### config.mk
export PLATFORM = sky130hd
export DESIGN_NAME = req_arbiter_rr
export DESIGN_NICKNAME = d
export VERILOG_FILES = /design/src/rtl/req_arbiter_rr.sv
export SDC_FILE = /design/constraint.sdc
export NUM_CORES = 1
export LEC_CHECK = 0
export ABC_AREA = 1
export CAP_MARGIN = 20
export CORE_AREA = 5 5 161 163
export CTS_BUF_LIST = sky130_fd_sc_hd__clkbuf_4 sky130_fd_sc_hd__clkbuf_8 sky130_fd_sc_hd__clkbuf_16
export CTS_CLUSTER_SIZE = 10
export DETAILED_ROUTE_END_ITERATION = 10
export DIE_AREA = 0 0 166 168
export PLACE_DENSITY_LB_ADDON = 0.15
export SYNTH_ARGS = -nofsm -noshare
export SYNTH_HDL_FRONTEND = slang
export SYNTH_SLANG_ARGS = --single-unit
### constraint.sdc
create_clock -name clock -period 4.39 [get_ports clock]
set_input_delay 0.878 -clock clock [delete_from_list [all_inputs] [get_ports clock]]
set_output_delay 0.878 -clock clock [all_outputs]
set_load 0.01 [all_outputs]
### src/rtl/req_arbiter_rr.sv
// +----------------------------------------------------------------------------+
// | req_arbiter_rr : round-robin / fixed-priority arbiter in front of a memory |
// |                  manager; latches the owner's access parameters.           |
// | Revision 1.0                                                               |
// +----------------------------------------------------------------------------+
`default_nettype none

module req_arbiter_rr #(
  parameter int NUM_CH   = 4,
  parameter int WIDTH_A  = 32,
  parameter int WIDTH_S  = 16,
  parameter int MODE_RR  = 1,
  parameter int MAX_HOLD = 256
) (
  input  logic                        clock,
  input  logic                        reset,
  input  logic [NUM_CH-1:0]           I_Req,
  input  logic [NUM_CH-1:0]           I_Term,
  input  logic [NUM_CH*WIDTH_A-1:0]   I_Length,
  input  logic [NUM_CH*WIDTH_S-1:0]   I_Stride,
  input  logic [NUM_CH*WIDTH_A-1:0]   I_Base_Addr,
  input  logic                        I_Ack,
  output logic                        O_Req,
  output logic [WIDTH_A-1:0]          O_Length,
  output logic [WIDTH_S-1:0]          O_Stride,
  output logic [WIDTH_A-1:0]          O_Base_Addr,
  output logic [NUM_CH-1:0]           O_Grant,
  output logic                        O_GrantVld,
  output logic [$clog2(NUM_CH)-1:0]   O_GrantNo,
  output logic                        O_Timeout,
  output logic                        O_Busy
);

  localparam int IDX_W  = $clog2(NUM_CH);
  localparam int HOLD_W = (MAX_HOLD > 2) ? $clog2(MAX_HOLD) : 1;
  localparam logic [HOLD_W-1:0] C_HOLD_LAST = HOLD_W'((MAX_HOLD > 0) ? MAX_HOLD - 1 : 0);

  typedef enum logic [1:0] {
    ST_IDLE  = 2'd0,
    ST_REQ   = 2'd1,
    ST_GRANT = 2'd2
  } state_t;

  state_t              state_q, state_d;
  logic [IDX_W-1:0]    owner_q, owner_d;
  logic [IDX_W-1:0]    ptr_q, ptr_d;
  logic [HOLD_W-1:0]   hold_q, hold_d;
  logic [WIDTH_A-1:0]  length_q, length_d;
  logic [WIDTH_S-1:0]  stride_q, stride_d;
  logic [WIDTH_A-1:0]  base_q, base_d;

  logic [IDX_W-1:0]    w_winner;
  logic                w_term_owner;
  logic                w_hold_last;
  logic                w_timeout;
  logic [NUM_CH-1:0]   w_grant;

  // Iterating from the far end lets the nearest candidate overwrite the rest.
  generate
    if (MODE_RR != 0) begin : g_rr
      always_comb begin
        w_winner = '0;
        for (int i = NUM_CH; i >= 1; i--) begin
          if (I_Req[IDX_W'((int'(ptr_q) + i) % NUM_CH)]) begin
            w_winner = IDX_W'((int'(ptr_q) + i) % NUM_CH);
          end
        end
      end
    end else begin : g_fixed
      always_comb begin
        w_winner = '0;
        for (int i = NUM_CH - 1; i >= 0; i--) begin
          if (I_Req[IDX_W'(i)]) begin
            w_winner = IDX_W'(i);
          end
        end
      end
    end
  endgenerate

  assign w_term_owner = I_Term[owner_q];
  assign w_hold_last  = (MAX_HOLD > 0) && (hold_q == C_HOLD_LAST);

  always_comb begin
    state_d   = state_q;
    owner_d   = owner_q;
    ptr_d     = ptr_q;
    hold_d    = hold_q;
    length_d  = length_q;
    stride_d  = stride_q;
    base_d    = base_q;
    w_timeout = 1'b0;
    case (state_q)
      ST_IDLE: begin
        if (|I_Req) begin
          state_d  = ST_REQ;
          owner_d  = w_winner;
          length_d = I_Length[int'(w_winner)*WIDTH_A +: WIDTH_A];
          stride_d = I_Stride[int'(w_winner)*WIDTH_S +: WIDTH_S];
          base_d   = I_Base_Addr[int'(w_winner)*WIDTH_A +: WIDTH_A];
        end
      end
      ST_REQ: begin
        if (w_term_owner) begin
          state_d = ST_IDLE;
          ptr_d   = owner_q;
        end else if (I_Ack) begin
          state_d = ST_GRANT;
          hold_d  = '0;
        end
      end
      ST_GRANT: begin
        hold_d = hold_q + 1'b1;
        // Termination takes precedence over a coincident timeout.
        if (w_term_owner) begin
          state_d = ST_IDLE;
          ptr_d   = owner_q;
        end else if (w_hold_last) begin
          state_d   = ST_IDLE;
          ptr_d     = owner_q;
          w_timeout = 1'b1;
        end
      end
      default: state_d = ST_IDLE;
    endcase
  end

  always_ff @(posedge clock) begin
    if (reset) begin
      state_q  <= ST_IDLE;
      owner_q  <= '0;
      ptr_q    <= IDX_W'(NUM_CH - 1);
      hold_q   <= '0;
      length_q <= '0;
      stride_q <= '0;
      base_q   <= '0;
    end else begin
      state_q  <= state_d;
      owner_q  <= owner_d;
      ptr_q    <= ptr_d;
      hold_q   <= hold_d;
      length_q <= length_d;
      stride_q <= stride_d;
      base_q   <= base_d;
    end
  end

  always_comb begin
    w_grant = '0;
    if (state_q == ST_GRANT) begin
      w_grant[owner_q] = 1'b1;
    end
  end

  assign O_Req       = (state_q == ST_REQ);
  assign O_Grant     = w_grant;
  assign O_GrantVld  = (state_q == ST_GRANT);
  assign O_GrantNo   = (state_q == ST_IDLE) ? '0 : owner_q;
  assign O_Timeout   = w_timeout;
  assign O_Busy      = (state_q != ST_IDLE);
  assign O_Length    = length_q;
  assign O_Stride    = stride_q;
  assign O_Base_Addr = base_q;

endmodule

`default_nettype wire

==> results list, run 1 <==
* Buffers on Ports: 420
- Stage delay of the slowest cell on the critical path: slightly below 0.6 ns
- The later pin in the worst-skew pair is clocked with a latency of 0.34 ns.
* Vias in the first global route: 8891
- Final Max Slew Viols: 0
* Number of setup violations in the final report: 0
* Fin. Hold Viols: 0
* Via/cell ratio: about 4.6
- For the worst setup path, the data arrival time is between 2 and 2.5 ns.
- IR Drop Worst-Case VDD: 0.513 mV
- Setup repair after global routing left no endpoint under its margin.
- Crit-path cells: clkdlybuf4s50_1, and3_1, nor2_1, nand2_1, nor3_1, clkdlybuf4s50_1
- The synthesized design contains 94 register bits.
- Measured against its own limit, the worst slew margin works out to 0.307.
- between 400 and 500 I/O pins were placed.
* Post-CTS setup buffer count: 0
* Nets: just under 2000
- Static leakage: around 0.0056 uW
- Fill cells in the final layout number 2544.
- Across the whole layout, storage elements account for 1880 sq um.
- Run status: finished, final reports clean
* Number of detailed-route iterations in the first pass: 5
- Synthesized instance count: approximately 1300
* FP Rows: 57
- Initial antenna violation count: 4
* Largest driver fanout on the critical path: 4
* Area growth from synthesis to layout: 66.2%
- The H-tree was split into 3 levels.
- Share of the yosys chip area belonging to registers: 0.268
- The number of nets handed over by synthesis was 1610.
* Cell variety after synth: 30
- First-pass GRT wire length: between 40000 and 50000 um
- Clock period minus worst slack: between 3 and 4 ns
- From left edge to right edge, the die measures between 150 and 200 um.
- The min-delay analysis places its worst path in the category register to register.
- No sink is reached through more buffers than the 2 on the longest clock path.
- The floorplan step set the die height to about 170 um.
* Top delay family on crit path: buffers and inverters
- Area of the multi-input gates: 4090 sq um
* Share of the clock period used by the worst path after layout: 0.753
- For the pin with the worst max-slew slack, the measured transition is slightly above 1 ns.
* Worst-case hold slack: between 0.4 and 0.5 ns
- Number of buffers created by CTS: 9
- At the end of routability-driven placement, the weighted congestion stood at ~0.86.
- Dividing the detail-routed wire length by the instance count gives between 15 and 20 um.
* Most frequent standard cell in the layout excluding fill and tap cells: sky130_fd_sc_hd__clkdlybuf4s50_1
* CTS tree: yes
- The worst setup path is launched from a primary input.
- Dividing total power by cell area gives a power density of 637 nW/um^2.
* Initial Utilization: 0.291
- For the final routed database, the setup TNS stands at 0 ns.
- Maximum number of pins on one net before global-route repair: 93
- Global-route congestion overflow total: 0
- Max Clock Skew: approximately 0.0061 ns
- HPWL reported at the end of detailed placement: 23900 um
- The setup path with the least slack is of type primary input to output pin.
* Clock sink count: 94
- Summed instance area of the synthesized netlist: around 7000 sq um
* Cell repeated most along the worst path: sky130_fd_sc_hd__clkdlybuf4s50_1
- Synthesized area per cell: approximately 5.5 sq um
- Detailed routing inserted a total of a little over 9000 vias.
- Buffers inserted to repair hold after CTS numbered 0.
* Layout cells sized above 1: 0.0262
- Post-CTS repair changed the size of 0 cells.
- Crit. End Element: output pin
* Achievable frequency: just over 0.3 GHz
- The floorplan step defined a die boundary enclosing 27900 sq um.
* Total core area: 24200 sq um
* Detail Route Antenna Nets: 0
* Count of max-cap constraint violations: 0
- The largest individual stage delay along the critical path comes from the cell sky130_fd_sc_hd__clkdlybuf4s50_1.
- After the first detailed-routing iteration, the DRC count stood at around 600.
- Commonest cells after routing, fill and taps aside: sky130_fd_sc_hd__clkdlybuf4s50_1 (419), sky130_fd_sc_hd__nand2_1 (373), sky130_fd_sc_hd__nand3_1 (209), sky130_fd_sc_hd__nor2_1 (208), sky130_fd_sc_hd__inv_1 (169)
- During synthesis, Yosys emitted a total of 0 warnings.
- The routed design has ~32000 um of wire.
* Number of buffer and inverter instances along the worst setup path: 2
- Root Driver: sky130_fd_sc_hd__clkbuf_16
- For the worst setup path, the data required time is about 3.5 ns.
- Clock-pin slew was measured on the worst setup and hold paths at 0.07 ns.
* # DRC: 0
- For this run, the total global-route usage over all layers was measured as 0.215.
-- worst min-delay path: stages, from the launching register on --
cell                      delay, ns
sky130_fd_sc_hd__dfxtp_1       0.31
sky130_fd_sc_hd__nand2_1       0.06
sky130_fd_sc_hd__a21oi_1       0.06
-- kinds of logic after synthesis --
kind of cell	Yosys count	share of synthesized area
simple gates	838	0.507
buf+inv	259	0.156
flops	94	0.268
compound gates	72	0.0528
xor+xnor	6	0.00747
fa+ha+maj	5	0.00889
-- report_power, final --
group          total, uW  internal (uW)  switching [uW]
sequential          1350           1180             175
clock                885            527             358
combinational       5210           2000            3210
total               7450           3700            3740
-- layer usage --
metal | share of wire | up-vias | global-route usage
met5 | 0.00063 | - | 0
met3 | 0.093 | 40 | 0.0717
li1 | - | 4632 | -
met2 | 0.49 | 378 | 0.380
met1 | 0.39 | 4047 | 0.244
met4 | 0.026 | 2 | 0.0732
-- state kept, by name (all words and copies together), names as in the netlist --
register / flops
owner_q: 2
O_Stride: 16
O_Base_Addr: 32
ptr_q: 2
hold_q: 8
O_Length: 32
state_q: 2
-- layout make-up --
class                      count  area share
inverter                     177      0.0571
sequential                    94       0.161
multi-input combinational    921       0.350
tap                          324      0.0347
clock inverter                 3     0.00589
clock buffer                  12      0.0217
timing repair buffer         432       0.369
antenna                        3    0.000642
-- cell usage after synthesis (all sizes together) --
cell type,count,area share
a21boi,1,0.0016
a21oi,62,0.044
and3,1,0.00089
buf,59,0.049
clkbuf,23,0.012
dfxtp,94,0.27
ha,5,0.0089
inv,177,0.095
nand2,375,0.20
nand3,210,0.15
nand3b,29,0.031
nand4,3,0.0027
nor2,211,0.11
nor3,8,0.0057
nor3b,1,0.0011
o211ai,2,0.0021
o21ai,7,0.0050
xnor2,1,0.0012
xor2,5,0.0062
-- worst paths after layout --
check	end	slack [ns]	cells after the start	startpoint
max	O_Timeout	1.09	6	I_Term[2]
min	hold_q[6]	0.48	2	hold_q[6]
max reg2reg	O_Stride[7]	1.64	14	ptr_q[0]
min reg2reg	hold_q[6]	0.48	2	hold_q[6]
-- stage by stage --
| stage | utilization | std cells | instance area [sq um] | power, uW | setup slack [ns] |
|---|---|---|---|---|---|
| global placement | 0.470 | 1948 | 11400 | 6580 | 0.902 |
| finish | 0.483 | 1966 | 11700 | 7450 | 1.09 |
| CTS | 0.483 | 1963 | 11700 | 7530 | 1.09 |
| global route | 0.483 | 1966 | 11700 | 8170 | 0.971 |
| detailed placement | 0.470 | 1948 | 11400 | 6610 | 0.888 |
| floorplan | - | 1274 | 7030 | 4840 | 2.02 |
(Power assumes the default switching activity.)
==> run 2, diff against run 1 <==
==> constraint.sdc (replaced) <==
create_clock -name clock -period 2.85 [get_ports clock]
set_input_delay 0.57 -clock clock [delete_from_list [all_inputs] [get_ports clock]]
set_output_delay 0.57 -clock clock [all_outputs]
set_load 0.01 [all_outputs]
==> results list, run 2 (synthesis results as in run 1) <==
- Clock period minus worst slack: ~2.7 ns
- Worst EP arrival: 2.11 ns (-0.32 ns)
- In the layout the commonest cells are sky130_fd_sc_hd__clkdlybuf4s50_1 (419), sky130_fd_sc_hd__nand2_1 (373), sky130_fd_sc_hd__nand3_1 (209), sky130_fd_sc_hd__nor2_1 (208), sky130_fd_sc_hd__inv_1 (169).
- The worst register-to-register path begins at ptr_q[0].
- The fraction of final layout cells with drive strength greater than 1 is 0.0333 (+0.00708).
- Post-CTS setup buffer count: 0 (unchanged)
* Power per unit of standard cell area: 995 nW/um^2 (+56%)
* Total placed instance area: 11600 sq um (+1.8%)
* Clock sink count: 94 (unchanged)
- The post-route cell area came to 11900 sq um (+1.5%).
* Start point of the worst min-delay path: hold_q[6]
- The worst setup path is captured at an output pin.
* Setup repair after global routing missed its margin: no
- Number of detailed-route iterations in the first pass: 5 (unchanged)
* CTS Buffer Depth: 2 (unchanged)
- Achievable frequency: 0.373 GHz
- The depth of the critical timing path with buffers and inverters included came to 5 (-1).
- The switching power as a share of total power came to 0.500 (-0.00259).
- Root Driver: sky130_fd_sc_hd__clkbuf_16
* Number of buffer and inverter instances along the worst setup path: 3 (+1)
- The number of routed nets with antenna violations was 0 (unchanged).
- Class of the most critical hold timing path: register to register
- Total Die Area: 27900 sq um (unchanged)
- Dividing the final minimum period by the clock period gives 0.942.
* Run status: finished, final reports clean
- The path with the worst hold slack has its endpoint at hold_q[6].
- The chip width came to 166 um (unchanged).
* FP Rows: 57 (unchanged)
- Psw: 5900 uW (+58%)
* Data required time at the worst endpoint: 2.28 ns (-1.23 ns)
- STA classifies the critical path startpoint as a register.
* Nets: 1982 (+0.56%)
* Global placement routability congestion: 0.867 (+1.1%)
- Global-route congestion overflow total: 0 (unchanged)
- The number of global-route vias before repair came to 8665 (-2.5%).
* Initial Utilization: 0.291 (unchanged)
* Overall die height: 168 um (unchanged)
- Worst setup path class: register to output pin
- HPWL reported at the end of detailed placement: 24000 um (+0.11%)
* Top delay family on crit path: buffers and inverters
- Combinational share of power: 0.718 (+0.018)
* Fin. Hold Viols: 0 (unchanged)
* Slew of the pin with the lowest slew margin: 0.403 ns (-0.637 ns)
- Crit-path cells: inv_1, ha_1, inv_1, nor3_1, clkdlybuf4s50_1
- The wire length per cell after detailed routing was 16.0 um (-1.5%).
* Max Clock Skew: 0.0101 ns (+0.00400 ns)
* CTS HTree Levels: 3 (unchanged)
- Count of max-cap constraint violations: 0 (unchanged)
- The routed via count was 8874 (-2.5%).
* Clock share of power: 0.107 (-0.012)
- Post-cts hold buffer count: 0 (unchanged)
- Clock insertion delay at the later pin of the skew report: 0.35 ns (about the same)
- Number of setup violations in the final report: 0 (unchanged)
* Maximum number of pins on one net before global-route repair: 61 (-34%)
- The number of DRC markers after the initial detailed-route iteration was 445 (-26%).
- The placeable core region came to 24200 sq um (unchanged).
* Worst-case headroom to the max-slew limit: 0.732 (+0.424)
- The wire length of the first global-routing pass came to 48900 um (+0.52%).
- Most frequent standard cell in the layout excluding fill and tap cells: sky130_fd_sc_hd__clkdlybuf4s50_1
- TritonCTS built the clock tree.
* Post_cts resized: 0 (unchanged)
- The clock transition at the registers of the reported paths was 0.07 ns (about the same).
* Buffers on Ports: 420 (unchanged)
- The average via count per standard cell came to 4.49 (-3.0%).
* Setup TNS: 0 ns (unchanged)
- The register-to-register setup slack is 0.70 ns (-0.94 ns).
- The aggregate global-route resource usage is 0.217 (+0.00221).
* Stage delay of the slowest cell on the critical path: 0.57 ns (about the same)
- Among all stages on the critical path, the largest delay is contributed by sky130_fd_sc_hd__clkdlybuf4s50_1.
* # DRC: 0 (unchanged)
- The max-slew violation count is 0 (unchanged).
- Cell repeated most along the worst path: sky130_fd_sc_hd__inv_1
- Area growth from synthesis to layout: 68.7%
- The endpoint identified for the worst register-to-register timing path is O_Base_Addr[27].
* Part of the total power dissipated in sequential elements: 0.176 (-0.005)
* I/O pin cnt: 421 (unchanged)
- The hold path depth was 2 (unchanged).
- The cell internal power dissipation came to 5900 uW (+59%).
- Initial antenna violation count: 2 (-2)
- IR Drop Worst-Case VDD: 0.778 mV (+52%)
- The total length of routed wires was 31600 um (-1.0%).
- The number of buffers created by CTS was 9 (unchanged).
- Largest driver fanout on the critical path: 7 (+3)
- The standby leakage power came to 0.00566 uW (+1.6%).
* Cell count of the worst reg-to-reg path: 14 (unchanged)
## run 2: power by group through the flow
stage,Combinational (uW),Sequential [uW],Clock (uW)
6_report,8470,2080,1260
5_1_grt,9530,2140,1360
4_1_cts,8600,2080,1310
3_5_place_dp,8570,2100,0
3_3_place_gp,8510,2080,0
2_1_floorplan,5190,2260,0
## run 2: final cells by class
type	count	area (sq um)
clock buffers	9	225
well taps	324	405
flip-flops and latches	94	1880
multi-input cells	921	4090
repair buffers	443	4520
inverters	177	667
diodes	1	2.50
clock inverters	7	71.3
fillers	2555	12300
## run 2: layer usage
layer / up-vias / share of wire / global-route usage
li1: 4659 / - / -
met1: 3835 / 0.40 / 0.251
met2: 335 / 0.49 / 0.381
met3: 43 / 0.088 / 0.0732
met4: 2 / 0.030 / 0.0674
met5: - / 0.00063 / 0
## run 2: worst max path at each step
| stage | start | endpoint | slack [ns] |
|---|---|---|---|
| final | state_q[0] | O_Timeout | 0.17 |
| after CTS | state_q[0] | O_Timeout | 0.15 |
| after global routing | state_q[0] | O_Timeout | 0.03 |
| after global placement | I_Req[1] | O_Length[18] | 0.19 |
| after detailed placement | I_Req[1] | O_Base_Addr[16] | 0.15 |
| after floorplan | I_Req[1] | O_Base_Addr[0] | 0.96 |
## run 2: worst reg2reg max path: cells and delay by family, from the launching register on
kind / cells / cell delay, ns
buf+inv: 3 / 0.38
flops: 1 / 0.52
simple gates: 11 / 1.14
## run 2: metrics by stage
| stage | power [uW] | worst slack, ns | cells | hold slack (ns) | utilization |
|---|---|---|---|---|---|
| after global routing | 13000 | 0.0311 | 1976 | 0.534 | 0.491 |
| after floorplan | 7450 | 0.963 | 1274 | 0.445 | - |
| after detailed placement | 10700 | 0.150 | 1959 | 0.456 | 0.478 |
| final | 11800 | 0.166 | 1976 | 0.467 | 0.491 |
| after CTS | 12000 | 0.151 | 1975 | 0.467 | 0.491 |
| after global placement | 10600 | 0.193 | 1959 | 0.452 | 0.478 |
==> run 3, diff against run 2 <==
--- a/config.mk
+++ b/config.mk
@@ -7,11 +7,11 @@
 export LEC_CHECK = 0
 export ABC_AREA = 1
 export CAP_MARGIN = 20
-export CORE_AREA = 5 5 161 163
+export CORE_AREA = 2 2 163 165
 export CTS_BUF_LIST = sky130_fd_sc_hd__clkbuf_4 sky130_fd_sc_hd__clkbuf_8 sky130_fd_sc_hd__clkbuf_16
 export CTS_CLUSTER_SIZE = 10
 export DETAILED_ROUTE_END_ITERATION = 10
-export DIE_AREA = 0 0 166 168
+export DIE_AREA = 0 0 165 167
 export PLACE_DENSITY_LB_ADDON = 0.15
 export SYNTH_ARGS = -nofsm -noshare
 export SYNTH_HDL_FRONTEND = slang
==> results list, run 3 (synthesis results as in run 1) <==
* Area of the multi-input gates: 4090 sq um (unchanged)
* Setup TNS: 0 ns (unchanged)
- Total core area: 25800 sq um (+6.6%)
- Cell repeated most along the worst path: sky130_fd_sc_hd__nor3_1
- Stage delay of the slowest cell on the critical path: 0.56 ns (about the same)
- The routed via count is 9101 (+2.6%).
* Overall die height: 167 um (-0.60%)
* CTS HTree Levels: 3 (unchanged)
* Cell count of the worst reg-to-reg path: 15 (+1)
- Combinational share of power: 0.708 (-0.010)
- The power density of the placed cells came to 1010 nW/um^2 (+1.3%).
- Slew of the pin with the lowest slew margin: 0.509 ns (+0.106 ns)
- The register-to-register setup slack was 0.56 ns (-0.14 ns).
* Maximum number of pins on one net before global-route repair: 72 (+18%)
- The total area of sequential cells came to 1880 sq um (unchanged).
* Clock-pin slew of the registers on the worst-case setup and hold paths: 0.07 ns (about the same)
- Number of buffers created by CTS: 9 (unchanged)
- The worst setup path is of the register to output pin kind.
- Post-CTS setup buffer count: 0 (unchanged)
- Class of the most critical hold timing path: register to register
* Global-route usage over all layers: 0.217 (-0.000877)
- Clock share of power: 0.119 (+0.012)
- Crit-path cells: inv_1, nor3_1, nand4_1, nor3_1, clkdlybuf4s50_1
- Clock period minus worst slack: 2.66 ns (-0.0250 ns)
- Nets: 1984 (+0.10%)
* Global-route congestion overflow total: 0 (unchanged)
- Setup repair after global routing left no endpoint under its margin.
- The standby leakage power is 0.00568 uW (+0.36%).
* Crit. End Element: output pin
* Clock sink count: 94 (unchanged)
* Worst-case hold slack: 0.490 ns (+0.0222 ns)
* Buffers on Ports: 420 (unchanged)
* CP startpoint kind: register
- The number of antenna violations at the first check in global routing is 3 (+1).
- Placed Instances: 1972 (+0.66%)
- The post-route DRC violation count was 0 (unchanged).
* Count of max-cap constraint violations: 0 (unchanged)
- Worst-case headroom to the max-slew limit: 0.661 (-0.0707)
- Worst EP arrival: 2.09 ns (-0.02 ns)
- The maximum fanout along the worst path came to 3 (-4).
- Via/cell ratio: 4.58 (+1.9%)
- The count of non-filler cells in the finished layout came to 1988 (+0.61%).
* Global placement routability congestion: 0.856 (-1.3%)
- The number of endpoints failing setup at the final stage was 0 (unchanged).
- I/O pin cnt: 421 (unchanged)
- Fin. Hold Viols: 0 (unchanged)
* Most frequent standard cell in the layout excluding fill and tap cells: sky130_fd_sc_hd__clkdlybuf4s50_1
* Part of the total power dissipated in sequential elements: 0.173 (-0.003)
- The startpoint identified for the worst register-to-register timing path is ptr_q[0].
* Root Driver: sky130_fd_sc_hd__clkbuf_16
- Data required time at the worst endpoint: 2.28 ns (about the same)
- TritonCTS built the clock tree.
* Detailed Route Iter0 Violations: 551 (+24%)
* Vias in the first global route: 8663 (-0.023%)
* Fill cell count: 2704 (+5.8%)
- The cell internal power dissipation is 6120 uW (+3.7%).
- The HPWL reported at the end of detailed placement is 23300 um (-2.8%).
* Initial Utilization: 0.273 (-0.0179)
* Run status: finished, final reports clean
- The most critical setup path has its startpoint at hold_q[5].
- Library cell contributing the largest single delay on the critical path: sky130_fd_sc_hd__clkdlybuf4s50_1
- Max Clock Skew: 0.00728 ns (-0.00278 ns)
- Switching power as a share of total power: 0.491 (-0.00918)
* Final Max Slew Viols: 0 (unchanged)
- The highest ir drop seen on vdd came to 1.17 mV (+50%).
- The wire length per cell after detailed routing is 15.7 um (-1.8%).
* Share of the clock period used by the worst path after layout: 0.933 (-0.00876)
- Area growth from synthesis to layout: 69.5%
* First-pass GRT wire length: 46500 um (-4.8%)
- Total wire length after detailed routing: 31200 um (-1.2%)
* Achievable frequency: 0.376 GHz (+0.94%)
- CTS Buffer Depth: 2 (unchanged)
- The number of detailed-route iterations in the first pass is 5 (unchanged).
- Detail Route Antenna Nets: 0 (unchanged)
- Post_cts resized: 0 (unchanged)
- The switching power was 5900 uW (about the same).
- Commonest cells after routing, fill and taps aside: sky130_fd_sc_hd__clkdlybuf4s50_1 (419), sky130_fd_sc_hd__nand2_1 (373), sky130_fd_sc_hd__nand3_1 (209), sky130_fd_sc_hd__nor2_1 (208), sky130_fd_sc_hd__inv_1 (169)
- Worst setup path endpoint: O_Timeout
- The chip width was 165 um (-0.60%).
- Layout cells sized above 1: 0.0339 (+0.000585)
* FP Rows: 59 (+3.5%)
- The floorplan die area was 27600 sq um (-1.2%).
- Endpoint of the most critical register-to-register path: O_Length[14]
* Post-cts hold buffer count: 0 (unchanged)
* Clock insertion delay at the later pin of the skew report: 0.35 ns (about the same)
[run 3: worst min path at each step]
stage                     startpoint   endpoint  slack, ns  cells after the start
final                      hold_q[6]  hold_q[6]       0.49                      2
after global placement     hold_q[6]  hold_q[6]       0.46                      2
after CTS                  hold_q[6]  hold_q[6]       0.48                      2
after floorplan            hold_q[6]  hold_q[6]       0.45                      2
after global routing       hold_q[4]  hold_q[4]       0.52                      2
after detailed placement   hold_q[6]  hold_q[6]       0.47                      2
[run 3: stage by stage]
| step | setup WS (ns) | power [uW] | util | instance area [sq um] |
|---|---|---|---|---|
| after floorplan | 0.963 | 7450 | - | 7030 |
| after global placement | 0.186 | 10600 | 0.450 | 11600 |
| after detailed placement | 0.145 | 10700 | 0.450 | 11600 |
| after CTS | 0.149 | 12200 | 0.463 | 11900 |
| after global routing | 0.118 | 13200 | 0.463 | 11900 |
| final | 0.191 | 12000 | 0.463 | 11900 |
[run 3: area by class of cell]
type | count | area share
Clock inverter | 4 | 0.00797
Tap cell | 335 | 0.0351
Timing Repair Buffer | 445 | 0.380
Antenna cell | 1 | 0.000210
Inverter | 177 | 0.0559
Sequential cell | 94 | 0.158
Multi-Input combinational cell | 921 | 0.343
Clock buffer | 11 | 0.0207
[run 3: power by group through the flow]
stage	clock network [uW]	logic, uW	registers (uW)
2_1_floorplan	0	5190	2260
3_3_place_gp	0	8530	2090
3_5_place_dp	0	8580	2110
4_1_cts	1480	8610	2080
5_1_grt	1510	9520	2140
6_report	1430	8510	2080
[run 3: critical path, delay by kind of cell, from the launching register on]
| family | cells | cell delay [ns] |
|---|---|---|
| buffers and inverters | 2 | 0.63 |
| and+or+nand+nor | 3 | 0.75 |
| DFF | 1 | 0.37 |
[run 3: metal layers]
layer / global-route usage / share of wire
met1: 0.241 / 0.40
met2: 0.388 / 0.49
met3: 0.0573 / 0.083
met4: 0.0843 / 0.032
met5: 0 / 0
